[config.mk]
export PLATFORM = sky130hd
export DESIGN_NAME = dpi_stream_sequencer
export DESIGN_NICKNAME = d
export VERILOG_FILES = /design/src/rtl/dpi_seq_pkg.sv /design/src/rtl/dpi_stream_table.sv /design/src/rtl/dpi_stream_sequencer.sv
export SDC_FILE = /design/constraint.sdc
export NUM_CORES = 2
export LEC_CHECK = 0
export CAP_MARGIN = 0
export CELL_PAD_IN_SITES_DETAIL_PLACEMENT = 0
export CELL_PAD_IN_SITES_GLOBAL_PLACEMENT = 2
export CORE_AREA = 3 3 363 365
export CTS_CLUSTER_DIAMETER = 60
export CTS_CLUSTER_SIZE = 24
export DETAILED_ROUTE_END_ITERATION = 16
export DIE_AREA = 0 0 366 368
export PLACE_DENSITY_LB_ADDON = 0.1
export SLEW_MARGIN = 20
export SYNTH_ARGS = -nofsm -noshare
export SYNTH_HDL_FRONTEND = slang
export SYNTH_HIERARCHICAL = 1
export SYNTH_SLANG_ARGS = --single-unit
[constraint.sdc]
create_clock -name clk -period 6.09 [get_ports clk]
set_clock_uncertainty 0.1 [all_clocks]
set_input_delay 1.827 -clock clk [delete_from_list [all_inputs] [get_ports clk]]
set_output_delay 1.827 -clock clk [all_outputs]
set_load 0.02 [all_outputs]
[src/rtl/dpi_seq_pkg.sv]
// Shared types and constants for the DPI stream sequencer and its tag table.
// Holds the sequencer FSM state encoding and the stream-id sizing.
package dpi_seq_pkg;

    localparam int STREAM_ID_W = 6;
    localparam int NUM_STREAMS = 64;

    typedef enum logic [2:0] {
        ST_IDLE   = 3'd0,
        ST_LOOKUP = 3'd1,
        ST_LOAD   = 3'd2,
        ST_WAIT   = 3'd3,
        ST_STREAM = 3'd4,
        ST_DRAIN  = 3'd5,
        ST_COMMIT = 3'd6
    } seq_state_e;

    // Index of the lowest set bit; 0 when the vector is empty.
    function automatic logic [STREAM_ID_W-1:0] lowest_set(input logic [NUM_STREAMS-1:0] v);
        lowest_set = '0;
        for (int i = NUM_STREAMS - 1; i >= 0; i--) begin
            if (v[i]) lowest_set = STREAM_ID_W'(i);
        end
    endfunction

endpackage

[src/rtl/dpi_stream_table.sv]
// 64-entry flow-key tag table: parallel compare, lowest-free allocation and a
// round-robin victim pointer once full. Result (id, new flag) is registered.
module dpi_stream_table
    import dpi_seq_pkg::*;
#(
    parameter int KEY_W = 16
) (
    input  logic                   clk,
    input  logic                   rst,
    input  logic                   lookup,
    input  logic [KEY_W-1:0]       key,
    output logic [STREAM_ID_W-1:0] id,
    output logic                   new_stream,
    output logic                   evict
);

    logic [KEY_W-1:0]       tag_q [NUM_STREAMS];
    logic [KEY_W-1:0]       tag_d [NUM_STREAMS];
    logic [NUM_STREAMS-1:0] valid_q, valid_d;
    logic [STREAM_ID_W-1:0] victim_q, victim_d;
    logic [STREAM_ID_W-1:0] id_q, id_d;
    logic                   new_q, new_d;
    logic                   evict_q, evict_d;

    logic [NUM_STREAMS-1:0] hit_vec;
    logic [NUM_STREAMS-1:0] free_vec;
    logic                   any_hit;
    logic                   any_free;
    logic [STREAM_ID_W-1:0] alloc_idx;

    always_comb begin
        for (int i = 0; i < NUM_STREAMS; i++) begin
            hit_vec[i] = valid_q[i] && (tag_q[i] == key);
        end
        free_vec  = ~valid_q;
        any_hit   = |hit_vec;
        any_free  = |free_vec;
        alloc_idx = any_free ? lowest_set(free_vec) : victim_q;
    end

    always_comb begin
        tag_d    = tag_q;
        valid_d  = valid_q;
        victim_d = victim_q;
        id_d     = id_q;
        new_d    = new_q;
        evict_d  = 1'b0;
        if (lookup) begin
            if (any_hit) begin
                id_d  = lowest_set(hit_vec);
                new_d = 1'b0;
            end else begin
                id_d               = alloc_idx;
                new_d              = 1'b1;
                tag_d[alloc_idx]   = key;
                valid_d[alloc_idx] = 1'b1;
                // Victim only advances when a live entry is actually replaced.
                if (!any_free) begin
                    victim_d = victim_q + STREAM_ID_W'(1);
                    evict_d  = 1'b1;
                end
            end
        end
    end

    always_ff @(posedge clk) begin
        if (rst) begin
            valid_q  <= '0;
            victim_q <= '0;
            id_q     <= '0;
            new_q    <= 1'b0;
            evict_q  <= 1'b0;
        end else begin
            tag_q    <= tag_d;
            valid_q  <= valid_d;
            victim_q <= victim_d;
            id_q     <= id_d;
            new_q    <= new_d;
            evict_q  <= evict_d;
        end
    end

    assign id         = id_q;
    assign new_stream = new_q;
    assign evict      = evict_q;

endmodule

[src/rtl/dpi_stream_sequencer.sv]
// Front-end sequencer for the DFA wrapper bank: key lookup, state load, gated
// byte stream, drain and commit. Define DPI_SEQ_STATS_EN for packet/byte/evict counters.
module dpi_stream_sequencer
    import dpi_seq_pkg::*;
#(
    parameter int KEY_W     = 16,
    parameter int NUM_REGEX = 8,
    parameter int LOAD_LAT  = 2,
    parameter int DRAIN_LAT = 3
) (
    input  logic                   clk,
    input  logic                   rst,
    input  logic                   in_vld,
    output logic                   in_rdy,
    input  logic                   in_sop,
    input  logic                   in_eop,
    input  logic [7:0]             in_data,
    input  logic [KEY_W-1:0]       in_key,
    input  logic [NUM_REGEX-1:0]   cfg_enable,
    output logic [7:0]             char_in,
    output logic                   char_in_vld,
    output logic                   load_state,
    output logic                   new_stream_id,
    output logic [STREAM_ID_W-1:0] stream_id,
    output logic                   eop,
    output logic [NUM_REGEX-1:0]   enable,
`ifdef DPI_SEQ_STATS_EN
    output logic [31:0]            pkt_cnt,
    output logic [31:0]            byte_cnt,
    output logic [15:0]            evict_cnt,
`endif
    output logic                   busy
);

    localparam int CNT_W = 8;

    // Handshake: a byte transfers on any cycle where in_vld && in_rdy; in_vld
    // never waits on in_rdy, and the sop beat is held off until STREAM.
    seq_state_e           state_q, state_d;
    logic [KEY_W-1:0]     key_q, key_d;
    logic [NUM_REGEX-1:0] enable_q, enable_d;
    logic [CNT_W-1:0]     cnt_q, cnt_d;
    logic [7:0]           char_q, char_d;
    logic                 char_vld_q, char_vld_d;
    logic                 load_state_q, load_state_d;
    logic                 eop_q, eop_d;
    logic                 busy_q, busy_d;
    logic                 tbl_evict;

    always_comb begin
        state_d    = state_q;
        key_d      = key_q;
        enable_d   = enable_q;
        cnt_d      = cnt_q;
        char_d     = char_q;
        char_vld_d = 1'b0;
        in_rdy     = 1'b0;
        case (state_q)
            ST_IDLE: begin
                in_rdy = !(in_vld && in_sop);
                if (in_vld && in_sop) begin
                    key_d    = in_key;
                    enable_d = cfg_enable;
                    state_d  = ST_LOOKUP;
                end
            end
            ST_LOOKUP: state_d = ST_LOAD;
            ST_LOAD: begin
                if (LOAD_LAT > 1) begin
                    state_d = ST_WAIT;
                    cnt_d   = CNT_W'(LOAD_LAT - 2);
                end else begin
                    state_d = ST_STREAM;
                end
            end
            ST_WAIT: begin
                if (cnt_q == '0) state_d = ST_STREAM;
                else             cnt_d   = cnt_q - CNT_W'(1);
            end
            ST_STREAM: begin
                in_rdy = 1'b1;
                if (in_vld) begin
                    char_d     = in_data;
                    char_vld_d = 1'b1;
                    if (in_eop) begin
                        state_d = ST_DRAIN;
                        cnt_d   = CNT_W'(DRAIN_LAT - 1);
                    end
                end
            end
            ST_DRAIN: begin
                if (cnt_q == '0) state_d = ST_COMMIT;
                else             cnt_d   = cnt_q - CNT_W'(1);
            end
            ST_COMMIT: state_d = ST_IDLE;
            default:   state_d = ST_IDLE;
        endcase
        if (rst) in_rdy = 1'b0;
        load_state_d = (state_d == ST_LOAD);
        eop_d        = (state_d == ST_COMMIT);
        busy_d       = (state_d != ST_IDLE);
    end

    always_ff @(posedge clk) begin
        if (rst) begin
            state_q      <= ST_IDLE;
            key_q        <= '0;
            enable_q     <= '0;
            cnt_q        <= '0;
            char_q       <= '0;
            char_vld_q   <= 1'b0;
            load_state_q <= 1'b0;
            eop_q        <= 1'b0;
            busy_q       <= 1'b0;
        end else begin
            state_q      <= state_d;
            key_q        <= key_d;
            enable_q     <= enable_d;
            cnt_q        <= cnt_d;
            char_q       <= char_d;
            char_vld_q   <= char_vld_d;
            load_state_q <= load_state_d;
            eop_q        <= eop_d;
            busy_q       <= busy_d;
        end
    end

    dpi_stream_table #(
        .KEY_W (KEY_W)
    ) u_table (
        .clk        (clk),
        .rst        (rst),
        .lookup     (state_q == ST_LOOKUP),
        .key        (key_q),
        .id         (stream_id),
        .new_stream (new_stream_id),
        .evict      (tbl_evict)
    );

    assign char_in     = char_q;
    assign char_in_vld = char_vld_q;
    assign load_state  = load_state_q;
    assign eop         = eop_q;
    assign enable      = enable_q;
    assign busy        = busy_q;

`ifdef DPI_SEQ_STATS_EN
    logic [31:0] pkt_cnt_q, pkt_cnt_d;
    logic [31:0] byte_cnt_q, byte_cnt_d;
    logic [15:0] evict_cnt_q, evict_cnt_d;

    always_comb begin
        pkt_cnt_d   = pkt_cnt_q + ((state_q == ST_COMMIT) ? 32'd1 : 32'd0);
        byte_cnt_d  = byte_cnt_q + (char_vld_q ? 32'd1 : 32'd0);
        evict_cnt_d = evict_cnt_q + (tbl_evict ? 16'd1 : 16'd0);
    end

    always_ff @(posedge clk) begin
        if (rst) begin
            pkt_cnt_q   <= '0;
            byte_cnt_q  <= '0;
            evict_cnt_q <= '0;
        end else begin
            pkt_cnt_q   <= pkt_cnt_d;
            byte_cnt_q  <= byte_cnt_d;
            evict_cnt_q <= evict_cnt_d;
        end
    end

    assign pkt_cnt   = pkt_cnt_q;
    assign byte_cnt  = byte_cnt_q;
    assign evict_cnt = evict_cnt_q;
`else
    logic unused_evict;
    assign unused_evict = tbl_evict;
`endif

endmodule

# After elaboration in Yosys (flattened, before gate mapping)
# Index checks and enable logic that the tools add are counted.
# op_classes
reduce_logical,82
add_sub_neg,2
bitwise_logic,7
muxes,149
n_lt_le_gt_ge,4
n_eq_ne,74
# ops
op,n
bitwise mux 1024 bit,1
== test 16 bit,64
two-way mux 6 bit,130
OR reduction 64 bit,2
demux 16 bit (select 6 bit),1
logical AND 1 bit,67
inverter 64 bit,1
bitwise OR 64 bit,1
two-way mux 8 bit,3
one-hot mux 8 bit (3 select lines),1
one-hot mux 3 bit (6 select lines),1
two-way mux 16 bit,1
two-way mux 3 bit,5
== test 3 x 2 -> 1 bit (second input constant),3
== test 3 bit (second input constant),3
logical NOT 8 bit,1
subtractor 8 x 1 -> 8 bit (second input constant),1
>= comparator 7 bit (second input constant),1
less-than comparator 6 x 7 -> 1 bit (second input constant),1
less-than comparator 7 x 1 -> 1 bit (second input constant),1
inverter 6 -> 7 bit,1
adder 6 x 1 -> 6 bit (second input constant),1
demux 1 bit (select 6 bit),1
>= comparator 6 x 1 -> 1 bit (second input constant),1
12 further kinds,25
# word_totals
inputBits,37
out_inout_bits,28
reg_bits,1148
elab_cells,395

# Logic depth before layout (Yosys ltp)
# logic_depth
ltp_word,72
depth_mapped,19
depth_no_buf,12

# Hierarchy
# The synthesis kept the hierarchy.
# by_module_without_submodules
module,seq_area_each_um2,n_inst,cells_each,area_per_inst_um2
dpi_stream_table,32311.0,1,3189,48137.4
dpi_stream_sequencer,940.9,1,210,1938.1

# Worst setup path before layout
# No wires, ideal clock.
# synth_path
path_kind,reg-to-reg
startpoint,register key_q[6]
endpoint,register u_table/tag_q[512] in the netlist's numbering (enable)
required_ps,5581
setup_time_ps,409
path_stages_with_launch,15
slack_ps,517
period_less_slack_ps,5573
n_path_buf,3
arrival_time_ps,5064
path_cell_list,dfxtp_1 > buf_4 > xor2_1 > nor4_1 > nand4_1 > nor4_1 > or4_4 > nand4b_1 > or3_4 > nor2_4 > nand2_4 > or4_4 > buf_6 > buf_6 > nor3_1
# synth_via
elab_chain_len,5
word_cells_on_any_way,131
cone_classes,eq/ne (64); bitwise (1); reduce/logical (66)
# synth_rtl
item,line,source
from (decl),dpi_stream_sequencer.sv:40,"logic [KEY_W-1:0] key_q, key_d;"
from (signal assigned),dpi_stream_sequencer.sv:117,key_q <= key_d;
== test 16 bit,dpi_stream_table.sv:33,hit_vec[i] = valid_q[i] && (tag_q[i] == key);
logical AND 1 bit,dpi_stream_table.sv:33,
OR reduction 64 bit (*),dpi_stream_table.sv:36,any_hit = |hit_vec;
inverter 1 bit (no line) (*),-,
AND reduction 3 bit (no line) (*),-,
to (signal assigned),dpi_stream_table.sv:74,tag_q <= tag_d;
to (decl),dpi_stream_table.sv:17,logic [KEY_W-1:0] tag_q [NUM_STREAMS];
# Every way passes the cells marked *; elsewhere a longest branch is shown, timed or not.
# A chain may end at the register's enable or synchronous reset.

# Final worst setup path
# layout_path
startpoint,input in_vld
endpoint,output in_rdy
# layout_via
elab_chain_len,4
# layout_rtl
item,line,source
from (decl),dpi_stream_sequencer.sv:13,"input logic in_vld,"
logical AND 1 bit,dpi_stream_sequencer.sv:60,in_rdy = !(in_vld && in_sop);
logical NOT 1 bit,dpi_stream_sequencer.sv:60,
one-hot mux 1 bit (2 select lines),dpi_stream_sequencer.sv:58,case (state_q)
two-way mux 1 bit,dpi_stream_sequencer.sv:98,if (rst) in_rdy = 1'b0;
to (decl),dpi_stream_sequencer.sv:14,"output logic in_rdy,"
# No other way between the ends.

==> impl_metrics.py <==
metrics = {
    "outcome": {
        "outcome": "finished clean",
    },
    "die": {
        "rows": 132,
        "fp.dieH_um": 368,
        "die_area_um2": 135000,
        "coreArea_um2": 129000,
        "die_w_um": 366,
        "ios": 65,
        "floorplan.initialDensity": 0.388,
    },
    "global_routing": {
        "busiest_layer": "met2",
        "gr-usage-met1": 0.272,
        "grt-ovfl-total": 0,
        "grt_max_degree": 60,
        "grt_usage": 0.189,
        "grt_pass1_wl_mm": 192,
        "grt_pass1_vias": 28732,
        "use_met2": 0.302,
        "grtUsageMet3": 0.0270,
        "antenna_found_initial": 2,
    },
    "worst_setup_path": {
        "crit_type": "in -> out",
        "critical_path_depth": 5,
        "slowest_stage": "clkdlybuf4s50_1",
        "crit_end": "in_rdy",
        "startpoint": "in_vld",
        "cp_slowest_stage_delay_ns": 0.68,
        "critical_path.cell_chain": "clkdlybuf4s50_1 -> nand2_1 -> nor2_1 -> nor4_1 -> clkdlybuf4s50_1",
        "reg2reg_from": "key_q[9]",
        "cp_num_buf_inv": 2,
        "cp-start-kind": "input port",
        "worstPathRequired_ns": 4.16,
        "r2r_slack_ns": 0.78,
        "rr_endpoint": "u_table/tag_q[267]",
        "worstRegToRegCells": 13,
        "worst-path-max-fanout": 7,
        "cp_common_cell": "clkdlybuf4s50_1",
        "critPathTopFamily": "buffers and inverters",
        "critPathArrivalTime_ns": 3.48,
        "endpoint_kind": "primary output",
    },
    "clock_tree": {
        "clk_pin_slew_ns": 0.07,
        "cts_hold_buf": 0,
        "cts_buffers": 110,
        "clock_path_buffers": 3,
        "cts_tree": "done",
        "cts_setup_buffers": 0,
        "clk_latency_ns": 0.74,
        "h-tree-depth": 3,
        "cts_root_buf": "clkbuf_16",
        "clock_sinks": 1148,
        "cts_resized": 0,
    },
    "layout": {
        "nets": 3656,
        "drive_gt1_frac": 0.134,
        "seq_area_um2": 33300,
        "layout_commonest_cell": "edfxtp_1",
        "syn_to_final_growth_pct": 15.0,
        "antenna_cells": 0,
        "multi_input_area_um2": 15300,
        "fin_area_um2": 57600,
        "fin_util": 0.446,
        "stdcell_count": 5457,
        "layout_common_cells": "edfxtp_1, xnor2_1, xor2_1, buf_4, nand4_1",
        "nFillCells": 11630,
    },
    "routing": {
        "drtIter0Drc": 2000,
        "drt_wl_total_mm": 128,
        "first_pass_iters": 5,
        "ant_nets": 0,
        "vias": 27810,
        "drc": 0,
        "vias_per_cell": 5.10,
        "route.detailed.wl_per_inst_um": 23.5,
    },
    "pwr": {
        "p_per_area_nw_per_um2": 303,
        "p_leak_nw": 19.4,
        "ir_drop_uv": 244,
    },
    "sta": {
        "tightest_slew_ns": 1.15,
        "rsz0062_at_grt": "false",
        "timing.hold.ws_ns": 0.364,
        "fin_crit_sh": 0.888,
        "max_freq_mhz": 185,
        "slew_headroom": 0.232,
        "finalSetupViolCount": 0,
        "setup_tns_ns": 0,
        "hold_viol": 0,
        "finalMaxSlewViolations": 0,
        "layout_min_cycle_time_ns": 5.41,
    },
    "yosys": {
        "synth_area_per_cell_um2": 14.7,
        "yosys_warnings": 6,
        "synth_cells": 3397,
        "syn_nets": 3436,
        "netlist_area_um2": 50100,
    },
    "place": {
        "placed_area_um2": 53600,
        "hpwl_mm": 80.5,
        "io_buffers": 64,
        "place_congestion": 0.782,
        "place_inst": 5247,
    },
    "flow_run": {
        "maxCapViolations": 0,
    },
    "worst_hold_path": {
        "hold_class": "reg -> reg",
    },
}
state kept, by name, summed over array words and instances, names as in the netlist:
signal / flops
busy: 1
char_in: 8
char_in_vld: 1
cnt_q: 8
enable: 8
eop: 1
key_q: 16
load_state: 1
state_q: 3
u_table/id: 6
u_table/new_stream: 1
u_table/tag_q: 1024
u_table/valid_q: 64
u_table/victim_q: 6
per-stage QoR:
step	power (W)	setup slack, ns
after floorplan	0.00985	0.521
after global routing	0.0182	0.478
after detailed placement	0.0103	0.704
after global placement	0.0103	0.674
final	0.0175	0.681
after CTS	0.0178	0.678
how the worst min path moves through the flow:
stage,start,to,slack [ns],cells after the start
after floorplan,cnt_q[2],cnt_q[2],0.35,2
after global placement,char_in[1],char_in[1],0.35,2
after detailed placement,char_in[1],char_in[1],0.35,2
after CTS,char_in[1],char_in[1],0.37,2
after global routing,char_in[5],char_in[5],0.39,2
final,char_in[1],char_in[1],0.36,2
report_power, final:
part / switching (W) / total, W / internal (W)
sequential: 0.0000993 / 0.00875 / 0.00865
clock: 0.00342 / 0.00734 / 0.00392
combinational: 0.000833 / 0.00138 / 0.000548
worst register-to-register path, cell delays in order, from the launching register on:
cell	delay, ns
dfxtp_4	0.72
buf_4	0.36
xnor2_1	0.10
nand4_1	0.10
nor4_1	0.06
and3_1	0.17
nand2b_1	0.16
nor2_1	0.33
or4bb_1	0.71
nor2_4	0.24
nand2_4	0.11
or4_4	0.72
buf_4	0.28
nor3_4	0.76
layout make-up:
class | instances | share of cell area
flip-flops and latches | 1148 | 0.578
clock inverters | 93 | 0.0197
clock buffers | 117 | 0.0486
multi-input cells | 2051 | 0.266
repair buffers | 266 | 0.0468
inverters | 40 | 0.00261
well taps | 1742 | 0.0379
routing by layer:
layer / vias to the layer above / routed length, µm / part of all wire
met5: - / 0 / 0
met4: 0 / 2250 / 0.018
met3: 135 / 4860 / 0.038
met2: 485 / 59300 / 0.46
met1: 14303 / 61700 / 0.48
li1: 12887 / - / -
Power figures use the tool's default switching activity.
